$ cat src/rtl/ldpcenc_cu_v2_if.sv
// Stream interface for the LDPC encoder controller.
//   Input side : vld_in, sop_in, mode_in, data_in go from the source to the controller.
//                rdy_in goes from the controller to the source.
//   Output side: rdy_out goes from the sink to the controller.
//                vld_out, sop_out, eop_out go from the controller to the sink.
// The master modport is the environment (source plus sink). The slave modport is the controller.
interface ldpcenc_cu_v2_if #(
  parameter int DW = 27
);
  logic          vld_in;
  logic          sop_in;
  logic [3:0]    mode_in;
  logic [DW-1:0] data_in;
  logic          rdy_in;
  logic          rdy_out;
  logic          vld_out;
  logic          sop_out;
  logic          eop_out;

  modport master (
    output vld_in, sop_in, mode_in, data_in, rdy_out,
    input  rdy_in, vld_out, sop_out, eop_out
  );

  modport slave (
    input  vld_in, sop_in, mode_in, data_in, rdy_out,
    output rdy_in, vld_out, sop_out, eop_out
  );
endinterface

$ cat src/rtl/ldpcenc_cu_v2.sv
// Controller unit for the Wi-Fi LDPC encoder, second generation.
// It sequences one codeword at a time through four states:
//   IDLE : waits for a start-of-packet beat
//   MSG  : accepts the message beats
//   WAIT : one turnaround cycle
//   PRT  : issues the parity beats; rdy_out can stall this phase
// Ports:
//   clk, srst    : clock and synchronous active-high reset
//   bus (slave)  : input and output stream handshake (see ldpcenc_cu_v2_if)
//   state        : current FSM state (IDLE=0, MSG=1, WAIT=2, PRT=3)
//   mode         : mode latched at sop
//   cnt_vld_max  : latched mode[3:2] (beats per symbol minus 1)
//   cnt_sym      : symbol counter for the datapath
//   cnt_vld      : beat-within-symbol counter for the datapath
//   clr_acc      : accumulator clear, one cycle after the sop beat is accepted
//   vld          : registered valid of an accepted beat
//   data_r1..3   : three-stage input data pipeline
//   err_mode     : one-cycle pulse, sop carried an illegal mode
//   err_sop      : one-cycle pulse, sop arrived inside the message phase
//   pkt_cnt      : count of completed packets, wraps around
module ldpcenc_cu_v2 #(
  parameter int DW     = 27,
  parameter int NB_MAX = 3,
  parameter int PCW    = 16
) (
  input  logic                clk,
  input  logic                srst,
  ldpcenc_cu_v2_if.slave      bus,
  output logic [1:0]          state,
  output logic [3:0]          mode,
  output logic [4:0]          cnt_sym,
  output logic [1:0]          cnt_vld,
  output logic [1:0]          cnt_vld_max,
  output logic                clr_acc,
  output logic                vld,
  output logic [DW-1:0]       data_r1,
  output logic [DW-1:0]       data_r2,
  output logic [DW-1:0]       data_r3,
  output logic                err_mode,
  output logic                err_sop,
  output logic [PCW-1:0]      pkt_cnt
);

  typedef enum logic [1:0] {
    IDLE = 2'd0,
    MSG  = 2'd1,
    WAIT = 2'd2,
    PRT  = 2'd3
  } state_t;

  localparam logic [2:0] NB_MAX_W = 3'(NB_MAX);

  state_t     cur, nxt;
  logic [4:0] msg_len, prt_len;
  logic       vld_out_r, sop_out_r, eop_out_r;

  // Index of the last message symbol for each rate. The parity length
  // makes the codeword 24 symbols long in total (indices 0..23).
  function automatic logic [4:0] msg_len_of(input logic [1:0] rate);
    case (rate)
      2'd0:    return 5'd11;
      2'd1:    return 5'd15;
      2'd2:    return 5'd17;
      default: return 5'd19;
    endcase
  endfunction

  logic       rdy_int, accept, mode_ok, start, bad_mode, msg_beat, issue;
  logic       advance, sym_end, msg_last, prt_last;
  logic [1:0] vld_max_eff;

  always_comb begin
    rdy_int  = (cur == IDLE) || (cur == MSG);
    accept   = bus.vld_in && rdy_int;
    mode_ok  = {1'b0, bus.mode_in[3:2]} < NB_MAX_W;
    start    = (cur == IDLE) && accept && bus.sop_in && mode_ok;
    bad_mode = (cur == IDLE) && accept && bus.sop_in && !mode_ok;
    msg_beat = (cur == MSG) && accept;
    issue    = (cur == PRT) && bus.rdy_out;
    advance  = start || msg_beat || issue;
    // The sop beat is already the first message beat. It has to wrap
    // against the incoming mode because cnt_vld_max is not latched yet.
    vld_max_eff = start ? bus.mode_in[3:2] : cnt_vld_max;
    sym_end     = (cnt_vld == vld_max_eff);
    msg_last    = msg_beat && sym_end && (cnt_sym == msg_len);
    prt_last    = issue && sym_end && (cnt_sym == prt_len);
  end

  // State register
  // NOTE: sequential logic uses non-blocking assignments only. Every flop
  // then samples pre-edge values, whatever order the always blocks run in.
  always_ff @(posedge clk) begin
    if (srst) cur <= IDLE;
    else      cur <= nxt;
  end

  // Next-state logic
  // NOTE: nxt gets a default before the case statement. Without it, any path
  // that skips the assignment would infer a latch.
  always_comb begin
    nxt = cur;
    unique case (cur)
      IDLE: if (start)    nxt = MSG;
      MSG:  if (msg_last) nxt = WAIT;
      WAIT:               nxt = PRT;
      PRT:  if (prt_last) nxt = IDLE;
      default:            nxt = IDLE;
    endcase
  end

  // Configuration captured at sop. An illegal sop leaves it unchanged.
  always_ff @(posedge clk) begin
    if (srst) begin
      mode        <= '0;
      cnt_vld_max <= '0;
      msg_len     <= '0;
      prt_len     <= '0;
    end else if (start) begin
      mode        <= bus.mode_in;
      cnt_vld_max <= bus.mode_in[3:2];
      msg_len     <= msg_len_of(bus.mode_in[1:0]);
      prt_len     <= 5'd22 - msg_len_of(bus.mode_in[1:0]);
    end
  end

  // Symbol and beat counters. They return to 0 on each phase exit, so they
  // stay at 0 in IDLE and WAIT. A parity stall freezes them because issue is low.
  always_ff @(posedge clk) begin
    if (srst || msg_last || prt_last) begin
      cnt_sym <= '0;
      cnt_vld <= '0;
    end else if (advance) begin
      if (sym_end) begin
        cnt_vld <= '0;
        cnt_sym <= cnt_sym + 5'd1;
      end else begin
        cnt_vld <= cnt_vld + 2'd1;
      end
    end
  end

  // Input data pipeline. It shifts only on accepted message beats.
  // NOTE: these are plain pipeline flops, not a memory array, so they are
  // cleared by reset together with the other registered outputs.
  always_ff @(posedge clk) begin
    if (srst) begin
      data_r1 <= '0;
      data_r2 <= '0;
      data_r3 <= '0;
    end else if (start || msg_beat) begin
      data_r1 <= bus.data_in;
      data_r2 <= data_r1;
      data_r3 <= data_r2;
    end
  end

  // Control pulses, output stream flags and the packet counter
  always_ff @(posedge clk) begin
    if (srst) begin
      vld       <= 1'b0;
      clr_acc   <= 1'b0;
      sop_out_r <= 1'b0;
      vld_out_r <= 1'b0;
      eop_out_r <= 1'b0;
      err_mode  <= 1'b0;
      err_sop   <= 1'b0;
      pkt_cnt   <= '0;
    end else begin
      vld       <= start || msg_beat;
      clr_acc   <= start;
      // clr_acc is the sop beat delayed by one cycle, so this lines up
      // sop_out with the first message vld_out.
      sop_out_r <= clr_acc;
      unique case (cur)
        MSG, WAIT: vld_out_r <= vld;
        PRT:       vld_out_r <= issue;
        default:   vld_out_r <= 1'b0;
      endcase
      eop_out_r <= prt_last;
      err_mode  <= bad_mode;
      err_sop   <= msg_beat && bus.sop_in;
      if (prt_last) pkt_cnt <= pkt_cnt + PCW'(1);
    end
  end

  assign state       = cur;
  assign bus.rdy_in  = rdy_int;
  assign bus.vld_out = vld_out_r;
  assign bus.sop_out = sop_out_r;
  assign bus.eop_out = eop_out_r;

endmodule
$ cat src/flat_wrapper.sv
// flat-port wrapper written by rule: the top's interface ports become plain ports
module ldpcenc_cu_v2_flat 
#(
  parameter int DW     = 27,
  parameter int NB_MAX = 3,
  parameter int PCW    = 16
)
  (clk, srst, state, mode, cnt_sym, cnt_vld, cnt_vld_max, clr_acc, vld, data_r1, data_r2, data_r3, err_mode, err_sop, pkt_cnt, bus_vld_in, bus_sop_in, bus_mode_in, bus_data_in, bus_rdy_out, bus_rdy_in, bus_vld_out, bus_sop_out, bus_eop_out);
  ldpcenc_cu_v2_if #(.DW(DW)) bus_i ();
  input  logic clk;
  input  logic srst;
  output logic [1:0] state;
  output logic [3:0] mode;
  output logic [4:0] cnt_sym;
  output logic [1:0] cnt_vld;
  output logic [1:0] cnt_vld_max;
  output logic clr_acc;
  output logic vld;
  output logic [DW-1:0] data_r1;
  output logic [DW-1:0] data_r2;
  output logic [DW-1:0] data_r3;
  output logic err_mode;
  output logic err_sop;
  output logic [PCW-1:0] pkt_cnt;
  input wire logic [$bits(bus_i.vld_in)-1:0] bus_vld_in;
  input wire logic [$bits(bus_i.sop_in)-1:0] bus_sop_in;
  input wire logic [$bits(bus_i.mode_in)-1:0] bus_mode_in;
  input wire logic [$bits(bus_i.data_in)-1:0] bus_data_in;
  input wire logic [$bits(bus_i.rdy_out)-1:0] bus_rdy_out;
  output wire logic [$bits(bus_i.rdy_in)-1:0] bus_rdy_in;
  output wire logic [$bits(bus_i.vld_out)-1:0] bus_vld_out;
  output wire logic [$bits(bus_i.sop_out)-1:0] bus_sop_out;
  output wire logic [$bits(bus_i.eop_out)-1:0] bus_eop_out;
  assign bus_i.vld_in = bus_vld_in;
  assign bus_i.sop_in = bus_sop_in;
  assign bus_i.mode_in = bus_mode_in;
  assign bus_i.data_in = bus_data_in;
  assign bus_i.rdy_out = bus_rdy_out;
  assign bus_rdy_in = bus_i.rdy_in;
  assign bus_vld_out = bus_i.vld_out;
  assign bus_sop_out = bus_i.sop_out;
  assign bus_eop_out = bus_i.eop_out;
  ldpcenc_cu_v2 #(.DW(DW), .NB_MAX(NB_MAX), .PCW(PCW)) u_core (.clk(clk), .srst(srst), .bus(bus_i), .state(state), .mode(mode), .cnt_sym(cnt_sym), .cnt_vld(cnt_vld), .cnt_vld_max(cnt_vld_max), .clr_acc(clr_acc), .vld(vld), .data_r1(data_r1), .data_r2(data_r2), .data_r3(data_r3), .err_mode(err_mode), .err_sop(err_sop), .pkt_cnt(pkt_cnt));
endmodule
$ cat config.mk
export PLATFORM = sky130hd
export DESIGN_NAME = ldpcenc_cu_v2_flat
export DESIGN_NICKNAME = d
export VERILOG_FILES = /design/src/rtl/ldpcenc_cu_v2_if.sv /design/src/rtl/ldpcenc_cu_v2.sv /design/src/flat_wrapper.sv
export SDC_FILE = /design/constraint.sdc
export NUM_CORES = 1
export LEC_CHECK = 0
export ABC_AREA = 1
export BUFFER_PORTS_ARGS = -buffer_cell sky130_fd_sc_hd__buf_2
export CORE_ASPECT_RATIO = 1.75
export CORE_MARGIN = 2
export CORE_UTILIZATION = 35
export DETAILED_ROUTE_END_ITERATION = 6
export GPL_ROUTABILITY_DRIVEN = 0
export PLACE_DENSITY = 0.65
export SYNTH_ARGS = -nofsm -noshare
export SYNTH_HDL_FRONTEND = slang
export SYNTH_SLANG_ARGS = --single-unit
$ cat constraint.sdc
create_clock -name clk -period 2.2 [get_ports clk]
set_input_delay 0.44 -clock clk [delete_from_list [all_inputs] [get_ports clk]]
set_output_delay 0.44 -clock clk [all_outputs]
set_load 0.01 [all_outputs]
==> flow_metrics.tcl <==
set metrics [dict create \
    yosysMostFrequentCell "nor2_1" \
    fin_area_sq_mm 0.00675 \
    cell_internal_pwr_mw 5.33 \
    p_sw_mw 2.87 \
    crit_arrival_ns 2.36 \
    viasPerCell 4.62 \
    fin_hold_ws_ns 0.289 \
    ys.warnings.count 0 \
    drt_wl_total_um 13700 \
    rr_worst_depth 12 \
    swShare_pct 35.0 \
    cts.path.max_buffers 2 \
    synth_seq_cells 127 \
    synthAdderAreaFrac_pct 2.90 \
    synth_nets 725 \
    rsz0062_at_grt "false" \
    cts-root-buf "clkbuf_16" \
    grt_pass1_vias 4315 \
    synth_area_sq_mm 0.00518 \
    grt_max_degree 68 \
    dp_hpwl_um 9950 \
    power.leakage_nw 3.16 \
    cts.sinks 127 \
    setup_ws_ns 0.162 \
    fin_nets 880 \
    crit_path_end_kind "flip-flop" \
    critPathLaunchType "flip-flop" \
    critPathKind "flip-flop to flip-flop" \
    crit_required_ns 2.52 \
    routedWlPerCell_um 13.3 \
    finClkSkew_ns 0.0116 \
    yosysSeqAreaShare_pct 49.1 \
    yosys.area_share.simple_pct 27.3 \
    cts_tree "done" \
    drc 0 \
    yosys_most_used_dff "dfxtp_1" \
    cts.reportedPaths.clkPinSlew_ns 0.07 \
    finalHoldViolCount 0 \
    cts_made_buffers 17 \
    core_sq_mm 0.0144 \
    synthArstFlopShare_pct 0 \
    die_w_um 96.0 \
    drtPass1Iterations 4 \
    synth_edf_count 0 \
    fillCellCount 1491 \
    fin_crit_sh_pct 92.6 \
    cap_violations 0 \
    synth_top_area_share_pct 49.1 \
    drtIter0Drc 148 \
    hold_path_class "input pin to flip-flop" \
    placed_area_sq_mm 0.00613 \
    p_clk_share_pct 33.5 \
    final_antenna_net_count 0 \
    grt-ovfl-total 0 \
    synth_cell_types 34 \
    initial_core_util_pct 35.9 \
    power_frac_seq_pct 38.3 \
    dr_total_vias 4742 \
    synth_xor_area_share_pct 2.87 \
    ir_drop_uv 461 \
    synthMuxAreaShare_pct 0 \
    antenna_found_initial 1 \
    status "complete, no violations" \
    slew_headroom_pct 69.9 \
    final_util_pct 46.7 \
    power-per-cell-area_mw_per_mm2 1220 \
    synth_area_leaders "dfxtp_1 (49%), nor2_1 (14%), o21ai_0 (8.6%)" \
    synth_commonest_cells "nor2_1 (200), dfxtp_1 (127), o21ai_0 (89)" \
    die_area_sq_mm 0.0158 \
    p_comb_share_pct 28.2 \
    worst_slew_pin_slew_ns 0.451 \
    drive_gt1_share_pct 28.0 \
    htreeDepth 4 \
    yosysTopAreaCell "dfxtp_1" \
    io_pins 156 \
    cp_max_fo 10 \
    rows 58 \
    max_freq_mhz 491 \
    final_max_slew_viol_count 0 \
    synth_top_family_by_area "simple AND/OR/NAND/NOR gates" \
    dieHeight_um 165 \
    setup_viol 0 \
    avgSynthCellArea_sq_um 7.65 \
    track_usage_pct 17.5 \
    finalCriticalPeriod_ns 2.04 \
    hold_depth 3 \
    grt_pass1_wl_um 21300 \
    synth-compound-area-share_pct 12.0 \
    finalSetupTns_ns 0 \
    place_ws_ns 0.0456 \
    syn2layout_area_growth_pct 30.3 \
    insertion_delay_ns 0.41 \
    synthCells 677 \
    port_buffers 155 \
]
==> path summary, 6_finish.rpt <==
| path | start | end | slack [ns] |
|---|---|---|---|
| worst max register to register | u_core.state[0] | u_core.pkt_cnt[0] | 0.16 |
| worst min-delay path | bus_data_in[0] | u_core.data_r1[0] | 0.29 |
| worst min register to register | u_core.clr_acc | u_core.bus.sop_out | 0.44 |
| worst max-delay path | u_core.state[0] | u_core.pkt_cnt[0] | 0.16 |
==> through the flow <==
| step | instances | power [mW] |
|---|---|---|
| floorplan | 677 | 4.63 |
| global placement | 990 | 5.46 |
| detailed placement | 990 | 5.50 |
| CTS | 1022 | 8.28 |
| global route | 1025 | 8.76 |
| finish | 1026 | 8.20 |
==> sequential cells by signal (all words and copies together) (netlist names) <==
| register | count |
|---|---|
| u_core.mode | 4 |
| u_core.clr_acc | 1 |
| u_core.err_sop | 1 |
| u_core.cnt_vld | 2 |
| u_core.cnt_vld_max | 2 |
| u_core.data_r1 | 27 |
| u_core.data_r2 | 27 |
| u_core.msg_len | 3 |
| u_core.pkt_cnt | 16 |
| u_core.bus.sop_out | 1 |
| u_core.state | 2 |
| u_core.err_mode | 1 |
| u_core.bus.eop_out | 1 |
| u_core.cnt_sym | 5 |
| u_core.bus.vld_out | 1 |
| u_core.data_r3 | 27 |
| u_core.vld | 1 |
| u_core.prt_len | 5 |
==> metal layers <==
metal | GRT usage (%) | part of all wire, % | vias to the layer above
met1 | 18.0 | 38 | 2132
met4 | 7.79 | 2.6 | 0
li1 | - | - | 2478
met2 | 31.9 | 54 | 113
met3 | 4.88 | 4.7 | 19
met5 | 0 | 0 | -
==> cell type report <==
| type | count | area (sq um) | share of cell area, % |
|---|---|---|---|
| timing repair buffer | 168 | 886 | 13.1 |
| multi-input combinational | 476 | 2350 | 34.8 |
| sequential | 127 | 2540 | 37.7 |
| clock inverter | 14 | 146 | 2.17 |
| tap | 180 | 225 | 3.34 |
| clock buffer | 18 | 439 | 6.51 |
| inverter | 42 | 158 | 2.34 |
| antenna | 1 | 2.50 | 0.0371 |
==> cell usage in the layout (no fill, tap or decap), types with 2 or more instances in the layout <==
| cell type | netlist | final |
|---|---|---|
| ha_1 | 12 | 11 |
| nor2_2 | 4 | 4 |
| clkinv_4 | 0 | 3 |
| nand4_1 | 6 | 6 |
| clkinvlp_4 | 0 | 2 |
| dfxtp_1 | 127 | 127 |
| nand2_4 | 4 | 4 |
| inv_8 | 0 | 2 |
| o21a_1 | 2 | 2 |
| inv_2 | 5 | 8 |
| xnor2_1 | 9 | 9 |
| nand2_2 | 6 | 6 |
| buf_2 | 8 | 155 |
| o21ai_1 | 2 | 2 |
| inv_1 | 37 | 34 |
| clkbuf_16 | 0 | 17 |
| nor2_1 | 200 | 199 |
| nor2_4 | 5 | 6 |
| a211oi_1 | 3 | 3 |
| nand3_1 | 22 | 22 |
| a21oi_1 | 21 | 20 |
| nand2_1 | 69 | 69 |
| inv_6 | 0 | 6 |
| buf_4 | 1 | 12 |
| nand3_2 | 2 | 2 |
| nor3_1 | 3 | 3 |
| nor4_1 | 2 | 2 |
| or2_2 | 2 | 2 |
| o21ai_0 | 89 | 89 |
| xor2_1 | 8 | 8 |
==> power groups by stage <==
stage | combinational, mW | sequential (mW) | clock, mW
after detailed placement | 2.30 | 3.20 | 0
after global routing | 2.62 | 3.22 | 2.91
after CTS | 2.31 | 3.15 | 2.82
after floorplan | 1.23 | 3.40 | 0
after global placement | 2.28 | 3.18 | 0
final | 2.31 | 3.14 | 2.75
==> critical path, stage by stage, from the launching register on <==
cell and delay, ns:
dfxtp_1 0.34, inv_2 0.10, ha_2 0.22, nand2_2 0.08, nor2_4 0.12, nand2_4 0.11, nand2_1 0.09, nand3_1 0.11
nand2_4 0.11, nand3_4 0.18, nor2_2 0.20, nor2_1 0.10, a21oi_2 0.19
==> kinds of logic after synthesis <==
group / Yosys count
AOI/OAI and AO/OA: 119
xor gates and xnor gates: 17
adders and majority gates: 12
buffers and inverters: 74
DFF: 127
and+or+nand+nor: 328
==> repair_timing <==
item | 4_1_cts | 5_1_grt
hold buffers | 0 | 0
setup buffers | 0 | 3
resized for setup | 0 | 4
endpoints found under the setup margin | 0 | 12
No activity file was read; power rests on OpenSTA's default activity.
